[src/rtl/bcd_display_mux_if.sv]
// Display-mux bus: BCD/decimal-point/blanking inputs and the multiplexed LED drive outputs.
// Latency: pure wiring, no state.
// Backpressure: none; the display data is sampled once per frame by the mux.
interface bcd_display_mux_if;
  logic [15:0] digits;
  logic [3:0]  dp_sel;
  logic        blank_lz;
  logic [3:0]  an;
  logic [6:0]  seg;
  logic        dp;
  logic        frame_tick;

  modport master (
    output digits, dp_sel, blank_lz,
    input  an, seg, dp, frame_tick
  );

  modport slave (
    input  digits, dp_sel, blank_lz,
    output an, seg, dp, frame_tick
  );
endinterface

[src/rtl/bcd_display_mux.sv]
// Four-digit 7-segment scan mux with per-frame shadowing, leading-zero blanking and anti-ghost window.
// Latency: inputs appear on the display at the next frame boundary; an/seg/dp are combinational from registers.
// Backpressure: none; inputs are sampled only at the frame-end edge and otherwise ignored.
module bcd_display_mux #(
  parameter int DWELL_POWER  = 16,
  parameter int BLANK_CYCLES = 4
) (
  input logic              clk,
  input logic              reset,
  bcd_display_mux_if.slave bus
);

  localparam logic [DWELL_POWER-1:0] DWELL_MAX = {DWELL_POWER{1'b1}};
  localparam logic [DWELL_POWER-1:0] BLANK_LIM = DWELL_POWER'(BLANK_CYCLES);

  logic [DWELL_POWER-1:0] dwell_q, dwell_d;
  logic [1:0]             idx_q, idx_d;
  logic [15:0]            digits_q, digits_d;
  logic [3:0]             dp_sel_q, dp_sel_d;
  logic                   blank_lz_q, blank_lz_d;
  logic                   frame_tick_q, frame_tick_d;

  logic                   dwell_wrap;
  logic                   frame_end;
  logic [3:0]             cur_digit;
  logic                   cur_blank;
  logic                   blank3, blank2, blank1;

  assign dwell_wrap = (dwell_q == DWELL_MAX);
  assign frame_end  = dwell_wrap && (idx_q == 2'd3);

  // Next-state: free-running dwell/index scan, shadow reload only at the frame boundary.
  always_comb begin
    dwell_d      = dwell_q + 1'b1;
    idx_d        = idx_q;
    digits_d     = digits_q;
    dp_sel_d     = dp_sel_q;
    blank_lz_d   = blank_lz_q;
    frame_tick_d = 1'b0;
    if (dwell_wrap) begin
      idx_d = idx_q + 2'd1;
    end
    if (frame_end) begin
      digits_d     = bus.digits;
      dp_sel_d     = bus.dp_sel;
      blank_lz_d   = bus.blank_lz;
      frame_tick_d = 1'b1;
    end
  end

  // State registers; reset abandons the current frame without loading the shadow.
  always_ff @(posedge clk or posedge reset) begin
    if (reset) begin
      dwell_q      <= '0;
      idx_q        <= '0;
      digits_q     <= '0;
      dp_sel_q     <= '0;
      blank_lz_q   <= 1'b0;
      frame_tick_q <= 1'b0;
    end else begin
      dwell_q      <= dwell_d;
      idx_q        <= idx_d;
      digits_q     <= digits_d;
      dp_sel_q     <= dp_sel_d;
      blank_lz_q   <= blank_lz_d;
      frame_tick_q <= frame_tick_d;
    end
  end

  // Leading-zero chain: a digit blanks only if every more-significant digit also blanks.
  assign blank3 = blank_lz_q && (digits_q[15:12] == 4'd0);
  assign blank2 = blank3 && (digits_q[11:8] == 4'd0);
  assign blank1 = blank2 && (digits_q[7:4] == 4'd0);

  // Select the shadow digit and its blank flag for the active slot; digit 0 never blanks.
  always_comb begin
    cur_digit = digits_q[3:0];
    cur_blank = 1'b0;
    case (idx_q)
      2'd0: begin cur_digit = digits_q[3:0];   cur_blank = 1'b0;   end
      2'd1: begin cur_digit = digits_q[7:4];   cur_blank = blank1; end
      2'd2: begin cur_digit = digits_q[11:8];  cur_blank = blank2; end
      2'd3: begin cur_digit = digits_q[15:12]; cur_blank = blank3; end
      default: begin cur_digit = digits_q[3:0]; cur_blank = 1'b0; end
    endcase
  end

  // Output drive: anodes dark during the anti-ghost window, active-low segment decode.
  always_comb begin
    bus.an = ~(4'b0001 << idx_q);
    if (dwell_q < BLANK_LIM) begin
      bus.an = 4'b1111;
    end
    case (cur_digit)
      4'd0:    bus.seg = 7'b1000000;
      4'd1:    bus.seg = 7'b1111001;
      4'd2:    bus.seg = 7'b0100100;
      4'd3:    bus.seg = 7'b0110000;
      4'd4:    bus.seg = 7'b0011001;
      4'd5:    bus.seg = 7'b0010010;
      4'd6:    bus.seg = 7'b0000010;
      4'd7:    bus.seg = 7'b1111000;
      4'd8:    bus.seg = 7'b0000000;
      4'd9:    bus.seg = 7'b0010000;
      default: bus.seg = 7'b0111111;
    endcase
    if (cur_blank) begin
      bus.seg = 7'b1111111;
    end
    bus.dp         = ~dp_sel_q[idx_q];
    bus.frame_tick = frame_tick_q;
  end

endmodule

[src/flat_wrapper.sv]
// flat-port wrapper written by rule: the top's interface ports become plain ports
module bcd_display_mux_flat 
#(
  parameter int DWELL_POWER  = 16,
  parameter int BLANK_CYCLES = 4
)
  (clk, reset, bus_digits, bus_dp_sel, bus_blank_lz, bus_an, bus_seg, bus_dp, bus_frame_tick);
  bcd_display_mux_if bus_i ();
  input logic clk;
  input logic reset;
  input wire logic [$bits(bus_i.digits)-1:0] bus_digits;
  input wire logic [$bits(bus_i.dp_sel)-1:0] bus_dp_sel;
  input wire logic [$bits(bus_i.blank_lz)-1:0] bus_blank_lz;
  output wire logic [$bits(bus_i.an)-1:0] bus_an;
  output wire logic [$bits(bus_i.seg)-1:0] bus_seg;
  output wire logic [$bits(bus_i.dp)-1:0] bus_dp;
  output wire logic [$bits(bus_i.frame_tick)-1:0] bus_frame_tick;
  assign bus_i.digits = bus_digits;
  assign bus_i.dp_sel = bus_dp_sel;
  assign bus_i.blank_lz = bus_blank_lz;
  assign bus_an = bus_i.an;
  assign bus_seg = bus_i.seg;
  assign bus_dp = bus_i.dp;
  assign bus_frame_tick = bus_i.frame_tick;
  bcd_display_mux #(.DWELL_POWER(DWELL_POWER), .BLANK_CYCLES(BLANK_CYCLES)) u_core (.clk(clk), .reset(reset), .bus(bus_i));
endmodule
[config.mk]
export PLATFORM = sky130hd
export DESIGN_NAME = bcd_display_mux_flat
export DESIGN_NICKNAME = d
export VERILOG_FILES = /design/src/rtl/bcd_display_mux_if.sv /design/src/rtl/bcd_display_mux.sv /design/src/flat_wrapper.sv
export SDC_FILE = /design/constraint.sdc
export NUM_CORES = 1
export LEC_CHECK = 0
export ABC_AREA = 0
export CORE_MARGIN = 4
export CORE_UTILIZATION = 30
export CTS_BUF_LIST = sky130_fd_sc_hd__clkbuf_4 sky130_fd_sc_hd__clkbuf_8
export DETAILED_ROUTE_END_ITERATION = 10
export SLEW_MARGIN = 0
export SYNTH_ARGS = -nofsm -noshare
export SYNTH_HDL_FRONTEND = slang
export SYNTH_SLANG_ARGS = --single-unit
export TNS_END_PERCENT = 50
[constraint.sdc]
create_clock -name clk -period 2.2 [get_ports clk]
set_input_delay 0.22 -clock clk [delete_from_list [all_inputs] [get_ports clk]]
set_output_delay 0.22 -clock clk [all_outputs]
set_load 0.01 [all_outputs]
# Word-level counts from Yosys, hierarchy flattened
# Memory sizes are Yosys's and may differ from the RTL's.
# Cells that the tools add are included.
dict set report word_totals {
  register_bits 40
  romBits 112
  word_cells 33
  memories 1
}
# name depth word_bits read_ports rd_ports_with_merged_regs wr line_no
set mem_list {}
lappend mem_list {{(no name shown)} 16 7 1 0 0 bcd_display_mux.sv:94} ;# case (cur_digit)
dict set report op_classes {
  add_sub_neg 2
  order_cmp 2
  n_eq_ne 4
  shift 1
  n_mux 7
  n_bitwise 2
  n_reduce_logical 8
}
# op n
set ops {}
lappend ops {{$add A16 B1 Y16 const B} 1}
lappend ops {{$eq A16 B16 Y1 const B} 1}
lappend ops {{$lt A16 B3 Y1 const B} 1}
lappend ops {{$pmux W4 S4} 1}
lappend ops {{$logic_not A4 Y1} 3}
lappend ops {{$mux W7} 1}
lappend ops {{$eq A2 B2 Y1 const B} 2}
lappend ops {{$logic_and A1 B1 Y1} 4}
lappend ops {{$mux W4} 1}
lappend ops {{$not A4 Y4} 1}
lappend ops {{$pmux W1 S4} 1}
lappend ops {{$shl A1 B2 Y4 const A} 1}
lappend ops {{$lt A2 B3 Y1 const B} 1}
lappend ops {{$add A2 B1 Y2 const B} 1}
lappend ops {{$bmux W1 S2} 1}
lappend ops {{$eq A2 B1 Y1 const B} 1}
lappend ops {{$logic_not A2 Y1} 1}
lappend ops {{$mux W1} 2}
lappend ops {{$not A1 Y1} 1}

# Logic depth before layout (Yosys ltp)
dict set report depth {
  word_depth 6
  ltp_mapped 8
  depth_no_buf 8
}

# Worst setup path after synthesis
# Ideal clock, no wire load.
dict set report synth_path {
  kind {register -> output}
  from {reg u_core.idx_q[0]}
  to {out bus_seg[2]}
  arrival_time_ps 2289
  slack_ps -309
  stages_incl_launch_ff 8
  path_cell_list {dfrtp_1 -> inv_1 -> ha_1 -> clkbuf_1 -> mux2i_1 -> ha_1 -> inv_1 -> o311ai_0}
}
dict set report synth_via {
  elab_chain_len 4
  word_cells_on_any_way 8
  cone_classes {eq/ne: 3; mux: 3; reduce/logical: 1; memory: 1}
}
# item line_no
set synth_rtl {}
lappend synth_rtl {{start: declaration} bcd_display_mux.sv:17} ;# logic [1:0] idx_q, idx_d;
lappend synth_rtl {{start signal: assignment} bcd_display_mux.sv:62} ;# idx_q <= idx_d;
lappend synth_rtl {{$eq A2 B2 Y1, or another cell as far along} bcd_display_mux.sv:79} ;# case (idx_q)
lappend synth_rtl {{$pmux W4 S4} bcd_display_mux.sv:79}
lappend synth_rtl {{$mem_v2 Z16 W7} n/a}
lappend synth_rtl {{$mux W7 *} bcd_display_mux.sv:107} ;# if (cur_blank) begin
lappend synth_rtl {{end: declaration} flat_wrapper.sv:15} ;# output wire logic [$bits(bus_i.seg)-1:0] bus_seg;
# Mark *: on every way between the ends. The rest lies on a longest branch, timed or not.

# Worst setup path in the final report
dict set report layout_path {
  from {reg u_core.idx_q[0]}
  to {out bus_seg[3]}
}
# Same word-level chain as after synthesis.

==> flow_metrics.env <==
export IMPL_grt_pass1_wl_um=8270
export IMPL_maxSlewViolCount=0
export IMPL_drive_gt1_frac=0.419
export IMPL_grt_pass1_vias=1632
export IMPL_grt_overflow_total=0
export IMPL_clkLatencyLatePin_ns=0.30
export IMPL_finalSetupTns_ns=-1.60
export IMPL_wl_per_cell_um=14.0
export IMPL_slew_headroom=0.653
export IMPL_r2r_setup_slack_ns=0.28
export IMPL_syn2layout_area_growth_pct=43.1
export IMPL_violations="setup timing"
export IMPL_clockRootBuffer="clkbuf_8"
export IMPL_layout_common_cells="36 x dfrtp_1, 30 x buf_4, 24 x clkdlybuf4s50_1"
export IMPL_drc=0
export IMPL_worstRegToRegCells=6
export IMPL_synthTopCellsByArea="dfrtp_1 47%, mux2_4 14%, ha_1 5.2%"
export IMPL_ys_seq_area_frac=0.465
export IMPL_die_w_um=92.7
export IMPL_pre_cts_slack_ns=-0.443
export IMPL_clkTransAtPathRegs_ns=0.09
export IMPL_grt_use_total=0.120
export IMPL_worstPathRequired_ns=1.98
export IMPL_synthesis_area_um2=2150
export IMPL_tightestPinTransition_ns=0.520
export IMPL_synth_cells=177
export IMPL_period_minus_slack_ns=2.49
export IMPL_clock_path_buffers=2
export IMPL_synth_top_area_share=0.465
export IMPL_htree_levels=2
export IMPL_place_gp_congestion=0.767
export IMPL_grt_max_degree=41
export IMPL_hold_buffers=0
export IMPL_yosysWarnings=0
export IMPL_fin_ws_ns=-0.292
export IMPL_place_area_um2=2810
export IMPL_cts_buffers=5
export IMPL_rsz0062_at_grt="yes"
export IMPL_max_cap_viol_count=0
export IMPL_wirelength_um=4790
export IMPL_power_density_nw_per_um2=476
export IMPL_syn_nets=209
export IMPL_clock_skew_ns=0.0127
export IMPL_diodes=0
export IMPL_synth_edf_count=0
export IMPL_setup_viol=7
export IMPL_r2r_start="u_core.dwell_q[0]"
export IMPL_synth_avg_cell_area_um2=12.2
export IMPL_nNetsFinal=277
export IMPL_postRouteAntennaNets=0
export IMPL_min_period_over_period=1.13
export IMPL_coreArea_um2=6870
export IMPL_crit_type="reg2out"
export IMPL_end_kind="output pin"
export IMPL_synthFlopType="dfrtp_1"
export IMPL_port_buffers=35
export IMPL_arrival_ns=2.27
export IMPL_outcome="complete, but fails checks"
export IMPL_hpwl_um=3450
export IMPL_rows=30
export IMPL_max_freq_mhz=401
export IMPL_start_kind="flip-flop"
export IMPL_initial_core_util=0.313
export IMPL_die_h_um=92.7
export IMPL_drt_iter0_markers=42
export IMPL_synth_cell_types=34
export IMPL_crit_end="bus_seg[3]"
export IMPL_via_count=1580
export IMPL_min_path_type="in2async"
export IMPL_yosys_register_bits=40
export IMPL_final_common_cell="dfrtp_1"
export IMPL_leakagePower_nw=1.46
export IMPL_synth_largest_area_cell="dfrtp_1"
export IMPL_floorplan_io_pins=36
export IMPL_crit_fanout=6
export IMPL_drt_pass1_iterations=5
export IMPL_async_flop_share=1.00
export IMPL_hold_viol=0
export IMPL_vdd_drop_max_uv=235
export IMPL_critPathLaunch="u_core.idx_q[0]"
export IMPL_fin_area_um2=3080
export IMPL_rr_endpoint="u_core.digits_q[14]"
export IMPL_clock_sinks=40
export IMPL_cts_tree="done"
export IMPL_vias_per_cell=4.62
export IMPL_die_area_um2=8590
export IMPL_antenna_found_initial=0
export IMPL_num_fill_cells=627
## cells by family (layout without fill, tap and decap cells)
kind of cell / after synthesis / count (layout) / synth area share
AND/OR/NAND/NOR: 46 / 46 / 0.128
buffers and inverters: 19 / 88 / 0.0401
XOR/XNOR: 15 / 15 / 0.0610
multiplexers: 28 / 28 / 0.184
flip-flops: 40 / 40 / 0.465
AO/OA/AOI/OAI: 20 / 20 / 0.0686
adder cells (fa/ha/maj): 9 / 9 / 0.0523
## Yosys cell counts (all sizes together) (2+ instances only)
| master | n |
|---|---|
| xor2 | 6 |
| nand2 | 13 |
| inv | 14 |
| mux2 | 23 |
| ha | 9 |
| mux2i | 4 |
| a21oi | 2 |
| a222oi | 4 |
| clkbuf | 3 |
| nor4 | 8 |
| nor2 | 3 |
| dfrtp | 40 |
| a211oi | 2 |
| and3 | 5 |
| nor3 | 2 |
| xnor2 | 9 |
| o2111ai | 2 |
| nand3 | 7 |
| nand4 | 4 |
| buf | 2 |
| o21ai | 6 |
## worst min path at each step
stage                            start                  to  slack (ns)  cells after the start
detailed placement  u_core.dwell_q[14]  u_core.dwell_q[14]        0.49                      1
global route                     reset  u_core.dwell_q[13]        0.39                      3
floorplan                 bus_blank_lz   u_core.blank_lz_q        0.37                      1
CTS                              reset   u_core.dwell_q[4]        0.36                      3
finish                           reset   u_core.dwell_q[4]        0.35                      3
global placement    u_core.dwell_q[14]  u_core.dwell_q[14]        0.49                      1
## critical path, stage by stage (launching register included)
cell       delay, ns
dfrtp_2         0.48
ha_4            0.21
a222oi_1        0.45
mux2i_4         0.16
ha_4            0.30
inv_2           0.03
o21ai_2         0.10
o2111ai_2       0.10
buf_2           0.15
## timing repair
| action | in CTS | in global routing |
|---|---|---|
| endpoints found under the setup margin | 11 | 12 |
| gates cloned | 0 | 0 |
| gates resized for setup | 46 | 25 |
| setup buffers | 5 | 1 |
| pin swaps | 7 | 11 |
## sequential cells by signal, summed over array words and instances (netlist names)
name / cells
u_core.dwell_q: 16
u_core.bus.frame_tick: 1
u_core.dp_sel_q: 4
u_core.idx_q: 2
u_core.blank_lz_q: 1
u_core.digits_q: 16
## per-stage QoR
| step | power (mW) | hold WS (ns) | instances | utilization |
|---|---|---|---|---|
| floorplan | 0.858 | 0.369 | 177 | - |
| global placement | 0.955 | 0.487 | 329 | 0.409 |
| detailed placement | 0.956 | 0.488 | 329 | 0.409 |
| CTS | 1.48 | 0.357 | 342 | 0.434 |
| global route | 1.55 | 0.393 | 342 | 0.448 |
| finish | 1.47 | 0.347 | 342 | 0.448 |
## report_power, final
part / switching (mW) / total [mW] / internal, mW / leakage, nW
Sequential: 0.0151 / 0.769 / 0.754 / 0.490
Combinational: 0.0730 / 0.178 / 0.105 / 0.924
Clock: 0.265 / 0.519 / 0.254 / 0.0434
## per-layer routing
| metal | wire [um] | global-route usage |
|---|---|---|
| met1 | 2370 | 0.170 |
| met2 | 2190 | 0.181 |
| met3 | 210 | 0.0357 |
| met4 | 22 | 0.0256 |
| met5 | 0 | 0 |
## cell type report
cell class / count / area (um2) / area share
repair buffers: 66 / 562 / 0.182
clock buffers: 6 / 82.6 / 0.0268
clock inverters: 2 / 15.0 / 0.00487
inverters: 14 / 55.1 / 0.0179
multi-input cells: 118 / 1240 / 0.403
flip-flops and latches: 40 / 1010 / 0.327
well taps: 96 / 120 / 0.0390
Note: power is estimated with default switching activity, not from simulation.
